### src/rtl/rtc_reg_arb.sv
// Round-robin arbiter sharing the RTC register bus between the CPU path (m0) and the sync/capture engine (m1).
// Optional slave-ack timeout with a `timeout` pulse port: define RTC_ARB_TIMEOUT_EN.
module rtc_reg_arb #(
    parameter int AW          = 5,
    parameter int DW          = 32,
`ifdef RTC_ARB_TIMEOUT_EN
    parameter int TIMEOUT_CYC = 255,
`endif
    parameter int LOCK_MAX    = 4
) (
    input  logic            sys_clk,
    input  logic            rst,
    input  logic            m0_cs,
    input  logic [AW-1:0]   m0_addr,
    input  logic [DW-1:0]   m0_wdata,
    input  logic [DW/8-1:0] m0_be,
    input  logic            m0_wr,
    output logic [DW-1:0]   m0_rdata,
    output logic            m0_ack,
    input  logic            m1_cs,
    input  logic [AW-1:0]   m1_addr,
    input  logic [DW-1:0]   m1_wdata,
    input  logic [DW/8-1:0] m1_be,
    input  logic            m1_wr,
    input  logic            m1_lock,
    output logic [DW-1:0]   m1_rdata,
    output logic            m1_ack,
    output logic            s_cs,
    output logic [AW-1:0]   s_addr,
    output logic [DW-1:0]   s_wdata,
    output logic [DW/8-1:0] s_be,
    output logic            s_wr,
    input  logic [DW-1:0]   s_rdata,
    input  logic            s_ack,
    output logic [1:0]      gnt,
    output logic            busy
`ifdef RTC_ARB_TIMEOUT_EN
    ,
    output logic            timeout
`endif
);
    localparam int CW = $clog2(LOCK_MAX + 1);

    typedef enum logic [1:0] {IDLE, XFER, RESP} state_t;

    state_t          state, state_nx;
    logic            rr_last, owner, lock_hold, lock_req;
    logic [CW-1:0]   lock_cnt;
    logic            grant_en, win, lock_clr, ack_ev, to_ev, locked;
    logic [DW-1:0]   rd_val;

`ifdef RTC_ARB_TIMEOUT_EN
    localparam int TW = $clog2(TIMEOUT_CYC + 1);
    logic [TW-1:0] tcnt;
`endif

    always_comb begin
        state_nx = state;
        grant_en = 1'b0;
        win      = 1'b0;
        lock_clr = 1'b0;
        ack_ev   = 1'b0;
        to_ev    = 1'b0;
        rd_val   = s_rdata;
        locked   = lock_hold && (lock_cnt < CW'(LOCK_MAX));
        case (state)
            IDLE: begin
                if (locked && m1_cs) begin
                    grant_en = 1'b1;
                    win      = 1'b1;
                end else begin
                    // lock expires when exhausted or when m1 stops asking
                    lock_clr = lock_hold;
                    grant_en = m0_cs | m1_cs;
                    win      = (m0_cs && m1_cs) ? ~rr_last : m1_cs;
                end
                if (grant_en) state_nx = XFER;
            end
            XFER: begin
                if (s_ack) begin
                    ack_ev   = 1'b1;
                    state_nx = RESP;
                end
`ifdef RTC_ARB_TIMEOUT_EN
                else if (tcnt == TW'(TIMEOUT_CYC - 1)) begin
                    to_ev    = 1'b1;
                    rd_val   = DW'(32'hDEAD_0BAD);
                    state_nx = RESP;
                end
`endif
            end
            RESP:    state_nx = IDLE;
            default: state_nx = IDLE;
        endcase
    end

    always_ff @(posedge sys_clk) begin
        if (rst) state <= IDLE;
        else     state <= state_nx;
    end

    always_ff @(posedge sys_clk) begin
        if (rst) begin
            rr_last   <= 1'b1;
            owner     <= 1'b0;
            lock_hold <= 1'b0;
            lock_req  <= 1'b0;
            lock_cnt  <= '0;
            m0_rdata  <= '0;
            m0_ack    <= 1'b0;
            m1_rdata  <= '0;
            m1_ack    <= 1'b0;
            s_cs      <= 1'b0;
            s_addr    <= '0;
            s_wdata   <= '0;
            s_be      <= '0;
            s_wr      <= 1'b0;
            gnt       <= 2'b00;
            busy      <= 1'b0;
        end else begin
            m0_ack <= 1'b0;
            m1_ack <= 1'b0;
            if (lock_clr) begin
                lock_hold <= 1'b0;
                lock_cnt  <= '0;
            end
            if (grant_en) begin
                owner   <= win;
                s_cs    <= 1'b1;
                gnt     <= win ? 2'b10 : 2'b01;
                busy    <= 1'b1;
                s_addr  <= win ? m1_addr  : m0_addr;
                s_wdata <= win ? m1_wdata : m0_wdata;
                s_be    <= win ? m1_be    : m0_be;
                s_wr    <= win ? m1_wr    : m0_wr;
            end
            if (ack_ev || to_ev) begin
                s_cs     <= 1'b0;
                lock_req <= owner & m1_lock;
                if (owner) begin
                    m1_rdata <= rd_val;
                    m1_ack   <= 1'b1;
                end else begin
                    m0_rdata <= rd_val;
                    m0_ack   <= 1'b1;
                end
            end
            if (state == RESP) begin
                rr_last <= owner;
                gnt     <= 2'b00;
                busy    <= 1'b0;
                if (lock_req) begin
                    lock_hold <= 1'b1;
                    lock_cnt  <= lock_cnt + 1'b1;
                end else begin
                    lock_hold <= 1'b0;
                    lock_cnt  <= '0;
                end
            end
        end
    end

`ifdef RTC_ARB_TIMEOUT_EN
    always_ff @(posedge sys_clk) begin
        if (rst) begin
            tcnt    <= '0;
            timeout <= 1'b0;
        end else begin
            tcnt    <= (state == XFER) ? tcnt + 1'b1 : '0;
            timeout <= to_ev;
        end
    end
`endif

endmodule

### config.mk
export PLATFORM = sky130hd
export DESIGN_NAME = rtc_reg_arb
export DESIGN_NICKNAME = d
export VERILOG_FILES = /design/src/rtl/rtc_reg_arb.sv
export SDC_FILE = /design/constraint.sdc
export NUM_CORES = 1
export LEC_CHECK = 0
export BUFFER_PORTS_ARGS = -buffer_cell sky130_fd_sc_hd__buf_2
export CAP_MARGIN = 20
export CORE_MARGIN = 5
export CORE_UTILIZATION = 35
export DETAILED_ROUTE_END_ITERATION = 8
export HOLD_SLACK_MARGIN = 0.05
export PLACE_DENSITY_LB_ADDON = 0.1
export SYNTH_ARGS = -nofsm -noshare
export SYNTH_HDL_FRONTEND = slang
export SYNTH_SLANG_ARGS = --single-unit
### constraint.sdc
create_clock -name sys_clk -period 2.3 [get_ports sys_clk]
set_clock_uncertainty 0.15 [all_clocks]
set_input_delay 0.115 -clock sys_clk [delete_from_list [all_inputs] [get_ports sys_clk]]
set_output_delay 0.115 -clock sys_clk [all_outputs]
set_load 0.02 [all_outputs]
==> flow_metrics.env <==
export IMPL_reg2reg_depth=6
export IMPL_relSlewSlack_pct=58.13
export IMPL_synth_area_sq_um=4638
export IMPL_num_vias=5204
export IMPL_synth_fp_nets=667
export IMPL_critPathMaxStageDelay_ns=0.59
export IMPL_postCtsSetupBuffers=0
export IMPL_cts_tree="yes"
export IMPL_ant_nets=0
export IMPL_drcViolationCount=0
export IMPL_mostFrequentLayoutCell="buf_2"
export IMPL_antenna_found_initial=0
export IMPL_hold_end="owner$_SDFFE_PP0P_"
export IMPL_n_antenna_cell=0
export IMPL_cts_clk_slew_worst_paths_ns=0.05
export IMPL_ys_ff_latch=121
export IMPL_postSynthAreaPerCell_sq_um=8.526
export IMPL_power_leakage_nw=3.440
export IMPL_dr_pass1_iters=4
export IMPL_grt_max_degree=53
export IMPL_port_buffer_count=233
export IMPL_dieArea_sq_um=15650
export IMPL_slowest_stage="dlygate4sd3_1"
export IMPL_cts_buffer_depth=2
export IMPL_die_w_microns=125.1
export IMPL_cts_sinks=121
export IMPL_p_total_mw=5.743
export IMPL_cp_max_fo=36
export IMPL_areaGrowthSynthToFinish_pct=65.58
export IMPL_fin_nets=1007
export IMPL_core_area_sq_um=13140
export IMPL_synth_seq_area_share_pct=52.23
export IMPL_rr_endpoint="s_wdata[3]$_SDFFE_PP0P_"
export IMPL_insertion_delay_ns=0.41
export IMPL_fin_crit_ns=2.209
export IMPL_rsz0062_at_grt="false"
export IMPL_grt_pass1_wl_microns=26400
export IMPL_start_kind="register"
export IMPL_hold_start="m1_cs"
export IMPL_viasPerCell=4.850
export IMPL_rr_startpoint="state[0]$_SDFFE_PP0P_"
export IMPL_pin_count=234
export IMPL_status="complete, no violations"
export IMPL_initial_core_util_pct=35.30
export IMPL_min_path_cells=4
export IMPL_ys_warnings_count=0
export IMPL_mostFrequentLayoutCells="buf_2, nand2_1, dfxtp_1, dlygate4sd3_1, a21oi_1"
export IMPL_slew_viol_final=0
export IMPL_crit_chain="nor2_2, o21ai_4, buf_12, a22oi_1, a21oi_1, dlygate4sd3_1"
export IMPL_synth_ff_type="dfxtp_1"
export IMPL_worstPathArrival_ns=2.35
export IMPL_worst_r2r_setup_slack_ns=0.09
export IMPL_cts_buffers_inserted=17
export IMPL_drt_total_wl_microns=16000
export IMPL_drv_cap=0
export IMPL_tightest_slew_ns=0.6280
export IMPL_setup_violations_final=0
export IMPL_root_buffer="clkbuf_16"
export IMPL_synth_cell_types=29
export IMPL_post_route_util_pct=58.46
export IMPL_ir_worst_vdd_v=0.0004010
export IMPL_cellPowerDensity_nw_per_um2=747.8
export IMPL_clock_fmax_mhz=452.7
export IMPL_fp_row_count=42
export IMPL_htreeDepth=4
export IMPL_die_y_microns=125.1
export IMPL_critical_path_class="register to register"
export IMPL_grt_usage_pct=20.38
export IMPL_syn_instance_count=544
export IMPL_async_flop_share_pct=0
export IMPL_worstSetupEndpointType="register"
export IMPL_finalSetupTns_ns=0
export IMPL_hold_violations=0
export IMPL_dpl_hpwl_microns=10130
export IMPL_dr_first_iter_drc_count=268
export IMPL_grt_pass1_vias=5353
export IMPL_cp_required_ns=2.44
export IMPL_synth_enable_flop_cells=0
export IMPL_place_gp_congestion=0.8196
export IMPL_routedWlPerCell_microns=14.91
export IMPL_drive_gt1_share_pct=33.11
export IMPL_hold_class="input port to register"
export IMPL_post_route_period_util_pct=96.04
export IMPL_grt_ovfl_total=0
flip-flops by register name, indices dropped and copies added, names as in the netlist:
register   flops
rr_last        1
lock_req       1
lock_hold      1
s_addr         5
s_wr           1
busy           1
m0_rdata      32
s_cs           1
state          2
lock_cnt       3
owner          1
m1_ack         1
m0_ack         1
gnt            2
m1_rdata      32
s_be           4
s_wdata       32
worst max-delay path by stage:
stage / from / end
after global placement: m1_cs / s_wdata[9]$_SDFFE_PP0P_
after global routing: state[1]$_SDFFE_PP0P_ / s_wdata[3]$_SDFFE_PP0P_
after detailed placement: state[0]$_SDFFE_PP0P_ / m1_rdata[13]$_SDFFE_PP0P_
final: state[0]$_SDFFE_PP0P_ / s_wdata[3]$_SDFFE_PP0P_
after CTS: state[0]$_SDFFE_PP0P_ / s_wdata[9]$_SDFFE_PP0P_
after floorplan: state[1]$_SDFFE_PP0P_ / m1_rdata[15]$_SDFFE_PP0P_
Yosys cell counts, types with 2 or more instances:
library cell	number	area, sq um
a21oi_2	14	122.6
nor3_1	4	20.02
o21ai_2	2	17.52
nor2_1	13	48.80
nor2_2	2	12.51
a21oi_1	99	495.5
buf_6	9	101.4
o21ai_0	3	15.01
nor2b_1	2	12.51
buf_2	14	70.07
a22oi_1	42	315.3
nand2b_1	3	18.77
buf_4	11	82.58
dfxtp_1	121	2422
nand4_1	2	12.51
nand3_1	45	225.2
nand2_1	132	495.5
clkbuf_1	13	48.80
inv_1	3	11.26
repair_timing:
item                                    CTS  global route
gates resized for setup                   0             8
hold buffers                            121             0
hold endpoints to repair                111             0
endpoints found under the setup margin    0            22
kinds of logic after synthesis:
logic type	after synthesis	share of synthesized area, %
adder cells (fa/ha/maj)	1	0.2697
AO/OA/AOI/OAI	165	21.74
flip-flops	121	52.23
AND/OR/NAND/NOR	206	18.75
multiplexers	1	0.2428
buffers and inverters	50	6.771
metrics by stage:
stage	area [sq um]	hold slack, ns	instances	setup WS (ns)
after global routing	7680	0.1196	1073	0.004188
final	7680	0.1064	1073	0.09116
after detailed placement	5874	0.2239	920	0.4482
after CTS	7655	0.08711	1073	0.01489
after global placement	5854	0.2189	919	0.4727
after floorplan	4638	0.1010	544	0.8509
area by class of cell:
type                    count  area [sq um]
fillers                  1193          5458
repair buffers            368          2547
flip-flops and latches    121          2422
multi-input cells         373          1909
clock buffers              24         501.7
well taps                 176         220.2
clock inverters             8         67.56
inverters                   3         11.26
worst max-delay path: cells and delay by family (launching register included):
family	cells	cell delay, ns
buffers and inverters	2	0.79
AND/OR/NAND/NOR	1	0.23
flip-flops	1	0.42
AO/OA/AOI/OAI	3	0.49
power by group:
part | leakage, nW | switching [mW] | internal, mW
Combinational | 2.17 | 0.515 | 0.450
Clock | 0.286 | 0.884 | 1.61
Sequential | 0.987 | 0.0652 | 2.21
metal layers:
layer	track usage [%]	routed length [microns]
met3	6.738	1179
met4	8.865	456
met5	0	0
met2	35.56	8036
met1	22.69	6328
(Power assumes the default switching activity.)
